===== src/rtl/bp_pkg.sv =====
// Shared encodings and entry layout for the BTB/PHT branch predictor.
package bp_pkg;

  localparam logic [1:0] SNT = 2'b00;
  localparam logic [1:0] WNT = 2'b01;
  localparam logic [1:0] WT  = 2'b10;
  localparam logic [1:0] ST  = 2'b11;

  localparam logic [1:0] CTR_RESET = WNT;
  localparam logic [1:0] CTR_ALLOC = WT;

  // Per-entry control fields; tag and target widths depend on module parameters,
  // so they live in separate arrays alongside this struct.
  typedef struct packed {
    logic       valid;
    logic       jump;
    logic [1:0] ctr;
  } bp_meta_t;

  localparam bp_meta_t META_RESET = '{valid: 1'b0, jump: 1'b0, ctr: CTR_RESET};

endpackage


===== src/rtl/bp_sat_ctr.sv =====
// 2-bit saturating counter next-state: step toward ST when taken, toward SNT otherwise.
module bp_sat_ctr
  import bp_pkg::*;
(
  input  logic [1:0] ctr,
  input  logic       taken,
  output logic [1:0] ctr_next
);

  always_comb begin
    ctr_next = ctr;
    if (taken) begin
      if (ctr != ST) ctr_next = ctr + 2'd1;
    end else begin
      if (ctr != SNT) ctr_next = ctr - 2'd1;
    end
  end

endmodule


===== src/rtl/branch_predictor.sv =====
// Direct-mapped BTB with 2-bit counters; combinational fetch lookup, execute-stage update,
// optional gshare indexing and saturating performance counters.
module branch_predictor
  import bp_pkg::*;
#(
  parameter int unsigned  XLEN    = 32,
  parameter int unsigned  ENTRIES = 16,
  localparam int unsigned IDX_W   = $clog2(ENTRIES),
  parameter int unsigned  MODE    = 0,
  parameter int unsigned  GHR_W   = IDX_W,
  parameter int unsigned  PERF_W  = 32
) (
  input  logic              clk,
  input  logic              reset,
  input  logic [XLEN-1:0]   fetch_pc,
  output logic              pred_taken,
  output logic [XLEN-1:0]   pred_next,
  output logic [IDX_W-1:0]  pred_index,
  input  logic              stall,
  input  logic              upd_valid,
  input  logic [IDX_W-1:0]  upd_index,
  input  logic [XLEN-1:0]   upd_pc,
  input  logic              upd_is_cond,
  input  logic              upd_taken,
  input  logic [XLEN-1:0]   upd_target,
  input  logic              upd_mispredict,
  output logic [PERF_W-1:0] perf_branches,
  output logic [PERF_W-1:0] perf_mispredicts
);

  localparam int unsigned TAG_W = XLEN - IDX_W - 2;

  bp_meta_t              meta_q   [ENTRIES];
  logic [TAG_W-1:0]      tag_q    [ENTRIES];
  logic [XLEN-1:0]       target_q [ENTRIES];
  logic [GHR_W-1:0]      ghr_q;
  logic [PERF_W-1:0]     branches_q;
  logic [PERF_W-1:0]     mispredicts_q;

  logic [IDX_W-1:0]      ghr_ext;
  logic [IDX_W-1:0]      fetch_idx;
  logic [TAG_W-1:0]      fetch_tag;
  logic                  fetch_hit;
  bp_meta_t              fetch_meta;

  logic [TAG_W-1:0]      upd_tag;
  bp_meta_t              upd_meta;
  logic                  upd_hit;
  logic                  accept;
  logic [1:0]            ctr_next;

  // Low PC bits of the resolving instruction are implied by upd_index.
  logic                  unused_upd_bits;
  assign unused_upd_bits = ^upd_pc[IDX_W+1:0];

  always_comb begin
    ghr_ext = '0;
    ghr_ext[GHR_W-1:0] = ghr_q;
  end

  // Fetch-side lookup
  always_comb begin
    fetch_idx  = fetch_pc[IDX_W+1:2] ^ ((MODE == 1) ? ghr_ext : '0);
    fetch_tag  = fetch_pc[XLEN-1:IDX_W+2];
    fetch_meta = meta_q[fetch_idx];
    fetch_hit  = fetch_meta.valid && (tag_q[fetch_idx] == fetch_tag);
    pred_taken = fetch_hit && (fetch_meta.jump || fetch_meta.ctr[1]);
    pred_next  = pred_taken ? target_q[fetch_idx] : fetch_pc + XLEN'(4);
    pred_index = fetch_idx;
  end

  // Execute-side resolution
  always_comb begin
    accept   = upd_valid && !stall;
    upd_tag  = upd_pc[XLEN-1:IDX_W+2];
    upd_meta = meta_q[upd_index];
    upd_hit  = upd_meta.valid && (tag_q[upd_index] == upd_tag);
  end

  bp_sat_ctr u_sat_ctr (
    .ctr      (upd_meta.ctr),
    .taken    (upd_taken),
    .ctr_next (ctr_next)
  );

  always_ff @(posedge clk or posedge reset) begin
    if (reset) begin
      for (int i = 0; i < int'(ENTRIES); i++) begin
        meta_q[i]   <= META_RESET;
        tag_q[i]    <= '0;
        target_q[i] <= '0;
      end
    end else if (accept) begin
      if (upd_hit) begin
        if (!upd_meta.jump) meta_q[upd_index].ctr <= ctr_next;
        if (upd_taken) target_q[upd_index] <= upd_target;
      end else if (upd_taken) begin
        meta_q[upd_index]   <= '{valid: 1'b1, jump: !upd_is_cond, ctr: CTR_ALLOC};
        tag_q[upd_index]    <= upd_tag;
        target_q[upd_index] <= upd_target;
      end
    end
  end

  // Non-speculative history: only resolved conditional branches shift in.
  always_ff @(posedge clk or posedge reset) begin
    if (reset) begin
      ghr_q <= '0;
    end else if (accept && upd_is_cond && (MODE == 1)) begin
      ghr_q <= (ghr_q << 1) | GHR_W'(upd_taken);
    end
  end

  always_ff @(posedge clk or posedge reset) begin
    if (reset) begin
      branches_q    <= '0;
      mispredicts_q <= '0;
    end else if (accept) begin
      if (branches_q != '1) branches_q <= branches_q + PERF_W'(1);
      if (upd_mispredict && (mispredicts_q != '1)) mispredicts_q <= mispredicts_q + PERF_W'(1);
    end
  end

  assign perf_branches    = branches_q;
  assign perf_mispredicts = mispredicts_q;

endmodule


===== config.mk =====
export PLATFORM = sky130hd
export DESIGN_NAME = branch_predictor
export DESIGN_NICKNAME = d
export VERILOG_FILES = /design/src/rtl/bp_pkg.sv /design/src/rtl/bp_sat_ctr.sv /design/src/rtl/branch_predictor.sv
export SDC_FILE = /design/constraint.sdc
export NUM_CORES = 2
export LEC_CHECK = 0
export CORE_MARGIN = 1
export CORE_UTILIZATION = 30
export CTS_CLUSTER_DIAMETER = 50
export DETAILED_ROUTE_END_ITERATION = 10
export GPL_TIMING_DRIVEN = 0
export PLACE_DENSITY = 0.47
export SYNTH_ARGS = -nofsm -noshare
export SYNTH_HDL_FRONTEND = slang
export SYNTH_SLANG_ARGS = --single-unit
export TNS_END_PERCENT = 1

===== constraint.sdc =====
create_clock -name clk -period 47.6 [get_ports clk]
set_input_delay 7.14 -clock clk [delete_from_list [all_inputs] [get_ports clk]]
set_output_delay 7.14 -clock clk [all_outputs]
set_load 0.01 [all_outputs]

======== After elaboration in Yosys (flattened, before gate mapping) ========
Index checks and enable logic that the tools add are counted.
word-level totals
  register bits ........................... 1056
  input port bits ......................... 107
  logic and storage cells ................. 149
  output and inout bits ................... 101
operators by class
  reduce and logical (&&, ||, !) cells .... 16
  add/subtract/negate cells ............... 5
  bitwise logic cells ..................... 3
  equality and inequality tests ........... 6
  order comparisons ....................... 3
  multiplexer cells ....................... 34
operators by type and width
  cell                                                                  number
  512-bit bitwise mux                                                   1
  416-bit bitwise mux                                                   1
  26-bit binary-select mux with 4-bit select                            2
  64-bit 2-to-1 mux                                                     3
  26-bit 2-to-1 mux                                                     5
  32-bit binary-select mux with 4-bit select                            1
  64-bit bitwise mux                                                    2
  32-bit demux with 4-bit select                                        1
  32-bit 2-to-1 mux                                                     4
  26-bit demux with 4-bit select                                        1
  32-bit by 1-bit adder with 32-bit output, second input constant       2
  32-bit inequality test, second input constant                         2
  26-bit == test                                                        2
  32-bit by 3-bit adder with 32-bit output, second input constant       1
  4-bit binary-select mux with 4-bit select                             2
  4-bit demux with 4-bit select                                         2
  4-bit 2-to-1 mux                                                      5
  5-bit greater-or-equal comparator, second input constant              2
  4-bit NOT with 5-bit output                                           2
  2-bit 2-to-1 mux                                                      4
  1-bit logical AND                                                     6
  2-bit AND reduction                                                   3
  3-bit AND reduction                                                   2
  5-bit by 1-bit < comparator with 1-bit output, second input constant  1
  other kinds (7)                                                       10

======== Longest topological paths before layout ========
  depth in word-level cells ............... 10
  mapped depth ............................ 16
  mapped depth without buffers ............ 9

======== Cells and area by module ========
Synthesis repeated with hierarchy kept, for this count alone.
second synthesis, totals
  cell total of the unflattened synthesis .. 4014
  area total of the unflattened synthesis .. 53501.3 um^2
by module, submodules not included
  module            sequential area each (um^2)  cells an instance  area each (um^2)  instances
  branch_predictor  26445.4                      4011               53475.0           1
  bp_sat_ctr        0.0                          3                  26.3              1

======== Worst setup path before layout ========
No wires, ideal clock.
  path kind ............................... input to output
  start ................................... in fetch_pc[2]
  end ..................................... out pred_next[0]
  data arrival time ....................... 10333 ps
  path slack .............................. 30127 ps
  path buffers ............................ 5
  stages .................................. 8
  data required time ...................... 40460 ps
  cells stage by stage .................... buf_2 buf_1 clkbuf_1 clkbuf_1 buf_1 mux4_2 mux4_2 mux2_2
on the way
  word-level cells in the longest chain between the ends .. 8
RTL lines
  item                                                  line                                                                    source
  start, declared                                       branch_predictor.sv:15                                                  input logic [XLEN-1:0] fetch_pc,
  4-bit NOT with 5-bit output (implied by the code) *   branch_predictor.sv:65, branch_predictor.sv:66, branch_predictor.sv:68
  26-bit binary-select mux with 4-bit select            branch_predictor.sv:66                                                  fetch_hit = fetch_meta.valid && (tag_q[fetch_idx] == fetch_tag);
  26-bit 2-to-1 mux (implied by the code) (2 in a row)  branch_predictor.sv:66
  26-bit == test                                        branch_predictor.sv:66
  1-bit logical AND                                     branch_predictor.sv:66
  1-bit logical AND                                     branch_predictor.sv:67                                                  pred_taken = fetch_hit && (fetch_meta.jump || fetch_meta.ctr[1]);
  32-bit 2-to-1 mux *                                   branch_predictor.sv:68                                                  pred_next = pred_taken ? target_q[fetch_idx] : fetch_pc + XLEN'(4);
  end, declared                                         branch_predictor.sv:17                                                  output logic [XLEN-1:0] pred_next,
Mark *: on every way between the ends. The rest lies on a longest branch, timed or not. The select of a mux whose other input is x is not followed.

======== Final worst setup path ========
  start ................................... in fetch_pc[3]
  end ..................................... out pred_next[11]
on the way
  word-level cells in the longest chain between the ends .. 8
RTL lines
  item                                                  line
  4-bit NOT with 5-bit output (implied by the code)     branch_predictor.sv:65, branch_predictor.sv:66, branch_predictor.sv:68
  26-bit binary-select mux with 4-bit select            branch_predictor.sv:66
  26-bit 2-to-1 mux (implied by the code) (2 in a row)  branch_predictor.sv:66
  26-bit == test                                        branch_predictor.sv:66
  1-bit logical AND                                     branch_predictor.sv:66
  1-bit logical AND                                     branch_predictor.sv:67
  32-bit 2-to-1 mux *                                   branch_predictor.sv:68
Marked as above.

==> impl_metrics.ini <==
[outcome]
outcome = complete, but fails checks
failed_checks = capacitance limit, slew limit

[synth]
yosysUniqueCellTypes = 72
yosysTopAreaCellShare_pct = 47.94
synth_edf_count = 0
ys_ff_latch = 1056
ys.warnings.count = 0
synth.area.top_cells = dfrtp_1 (48%), mux2_2 (17%), mux4_2 (16%)
yosysSeqAreaShare_pct = 48.72
yosys.area.top_type = dfrtp_1
ys_async_sr_fraction_pct = 100.0
netlist_area_um2 = 54280
synth.most_common_cell = dfrtp_1
synth_common_cells = dfrtp_1 (1040), mux2_2 (827), mux4_2 (380)
postSynthAreaPerCell_um2 = 15.05
syn_inst = 3607
syn-num-nets = 3717
ys.flop_type = dfrtp_1

[timing]
drv_slew = 8
skew_ns = 0.04003
fin_crit_sh_pct = 44.93
relSlewSlack_pct = -1.420
worst_pin_slew_ns = 1.518
finalSetupTns_ns = 0
rsz0062_at_grt = no
finalCriticalPeriod_ns = 21.39
hold_viol = 0
fmax_mhz = 46.76
setup_viol = 0

[drt]
ant_nets = 0
drt_wl_total_um = 194600
viasPerCell = 5.354
drt-pass1-iter-count = 5
drc = 0
first_iter_violations = 3030
wire_per_inst_um = 30.24
vias = 34460

[critical_path]
cp-startpoint = fetch_pc[3]
cpMostUsedCell = clkbuf_1
cp-start-kind = input port
r2r_start = tag_q[124]
end_kind = primary output
path_class = input port to primary output
crit_fanout = 10
cp.required_ns = 40.46
slowest_stage = mux2i_1
r2r_cells = 10
worst_path_largest_cell_delay_ns = 1.04
crit_path_cell_trace = clkdlybuf4s50_1 > clkbuf_1 > buf_2 > clkbuf_1 > clkbuf_2 > mux2i_1 > mux2i_1 > xnor2_1 > nand4_1 > nor4_1 > o2111ai_2 > buf_8 > clkbuf_1 > mux2_2 > clkdlybuf4s50_1
cp.arrival_ns = 14.25

[power]
p_sw_share_pct = 26.57
p_per_area_nw_per_um2 = 41.32
p_int_mw = 1.959
ir_worst_vdd_mv = 0.02550
p_comb_share_pct = 15.2
p_total_mw = 2.668
seq_power_share_pct = 40.7
p_leak_nw = 28.56
p_switching_mw = 0.7090
clkPwrFrac_pct = 44.0

[clock_tree]
clk_pin_slew_worst_paths_ns = 0.05
cts_tree = built
cts_resized = 0
root_buffer = clkbuf_16
post-cts-setup-buffer-count = 0
cts_max_level = 4
clk_latency_ns = 0.81
cts_max_path_buffers = 3
cts_buffers = 152
cts_hold_buf = 0
cts.sinks = 1056

[placed_design]
dp.cells = 6152
place_congestion = 0.8448
dp_hpwl_um = 132800
port_buffers = 176

[global_route]
antenna_found_initial = 21
overflow = 0
grt_pass1_wl_um = 278400
grt_max_degree = 118
first_global_vias = 35770
grt_use_total_pct = 21.46

[finish]
fin_cells = 6435
nets = 4061
area_growth_pct = 18.96
drive_above_1_share_pct = 43.33
fin_util_pct = 36.08

[floorplan]
initial_core_util_pct = 30.33
die_w_um = 427.4
die_h_um = 427.4
rows = 155
core_area_um2 = 179000
fp.dieArea_um2 = 182700
ios = 208

[worst_hold_path]
hold_depth = 1
hold_start = perf_branches[5]
min_path_type = flip-flop to flip-flop

[run]
max-cap-violations = 2
cell type report:
type / count / area, um^2
diodes: 9 / 22.52
plain buffers: 310 / 1633
clock buffers: 197 / 4155
clock inverters: 77 / 1039
fillers: 17150 / 114400
inverters: 39 / 153.9
multi-input cells: 2202 / 26090
flip-flops and latches: 1056 / 26450
well taps: 2355 / 2947
repair buffers: 190 / 2097
flip-flops by register name (all words and copies together), names as in the netlist:
signal            cells
perf_branches        32
tag_q               416
meta_q               64
perf_mispredicts     32
target_q            512
kinds of logic (layout without fill, tap and decap cells):
| kind of cell | Yosys count | count (layout) | synth area share, % |
|---|---|---|---|
| AOI/OAI and AO/OA | 217 | 217 | 3.107 |
| xor gates and xnor gates | 136 | 136 | 2.194 |
| adders and majority gates | 3 | 3 | 0.06915 |
| buffers and inverters | 349 | 813 | 3.248 |
| DFF | 1056 | 1056 | 48.72 |
| muxes | 1471 | 1471 | 39.18 |
| other | 0 | 9 | 0 |
| and+or+nand+nor | 375 | 375 | 3.490 |
power by group through the flow:
stage          Sequential [mW]  Clock (mW)  Combinational, mW
4_1_cts                   1.09        1.20              0.409
2_1_floorplan             1.08           0              0.280
3_3_place_gp              1.10           0              0.399
6_report                  1.09        1.18              0.406
5_1_grt                   1.10        1.24              0.431
3_5_place_dp              1.10           0              0.407
placed cells by master (no fill, tap or decap), drive strengths merged, types with 5 or more instances in the layout:
| master | synthesis | routed |
|---|---|---|
| dfrtp | 1040 | 1040 |
| mux2 | 971 | 971 |
| mux4 | 382 | 382 |
| clkbuf | 183 | 380 |
| clkdlybuf4s50 | 0 | 176 |
| buf | 127 | 141 |
| mux2i | 118 | 118 |
| xnor2 | 97 | 97 |
| nand2 | 95 | 95 |
| nor2 | 85 | 85 |
| inv | 39 | 53 |
| nand3 | 48 | 48 |
| o21ai | 44 | 44 |
| xor2 | 39 | 39 |
| clkinv | 0 | 32 |
| a22oi | 31 | 31 |
| a21oi | 31 | 31 |
| nand4 | 28 | 28 |
| nand2b | 26 | 26 |
| and3 | 23 | 23 |
| bufinv | 0 | 20 |
| o32ai | 17 | 17 |
| dfstp | 16 | 16 |
| nor3 | 15 | 15 |
| o31ai | 15 | 15 |
| and2 | 13 | 13 |
| a31o | 12 | 12 |
| clkinvlp | 0 | 11 |
| nor2b | 10 | 10 |
| diode | 0 | 9 |
| o22a | 9 | 9 |
| and4 | 9 | 9 |
| nor4 | 9 | 9 |
| o211ai | 8 | 8 |
| a31oi | 7 | 7 |
| a21o | 5 | 5 |
per-layer routing:
layer | up-vias | track usage [%] | share of wire, %
met3 | 288 | 3.397 | 4.8
met5 | - | 0 | 0
met4 | 0 | 7.917 | 3.6
met1 | 18790 | 29.38 | 44
li1 | 14350 | - | -
met2 | 1033 | 34.16 | 47
worst max-delay path: cells and delay by family:
| kind | cells | cell delay, ns |
|---|---|---|
| buffers and inverters | 8 | 4.33 |
| muxes | 3 | 1.68 |
| and+or+nand+nor | 2 | 0.50 |
| AOI/OAI and AO/OA | 1 | 0.31 |
| xor gates and xnor gates | 1 | 0.20 |
worst paths after layout:
path / slack [ns] / end
worst max-delay path: 26.21 / pred_next[11]
worst min register to register: 0.48 / perf_branches[5]
max in group asynchronous: 38.89 / tag_q[375]
worst min-delay path: 0.48 / perf_branches[5]
worst max register to register: 42.50 / tag_q[364]
min in group asynchronous: 6.79 / target_q[289]
metrics by stage:
step / worst slack, ns / cell area (um^2) / hold WS [ns]
2_1_floorplan: 10.76 / 54280 / 0.4450
3_3_place_gp: -4.449 / 58990 / 0.4765
3_5_place_dp: 26.21 / 59360 / 0.4832
4_1_cts: 26.24 / 64560 / 0.4950
5_1_grt: 26.18 / 64580 / 0.5115
6_report: 26.21 / 64580 / 0.4834
Power figures use the tool's default switching activity.
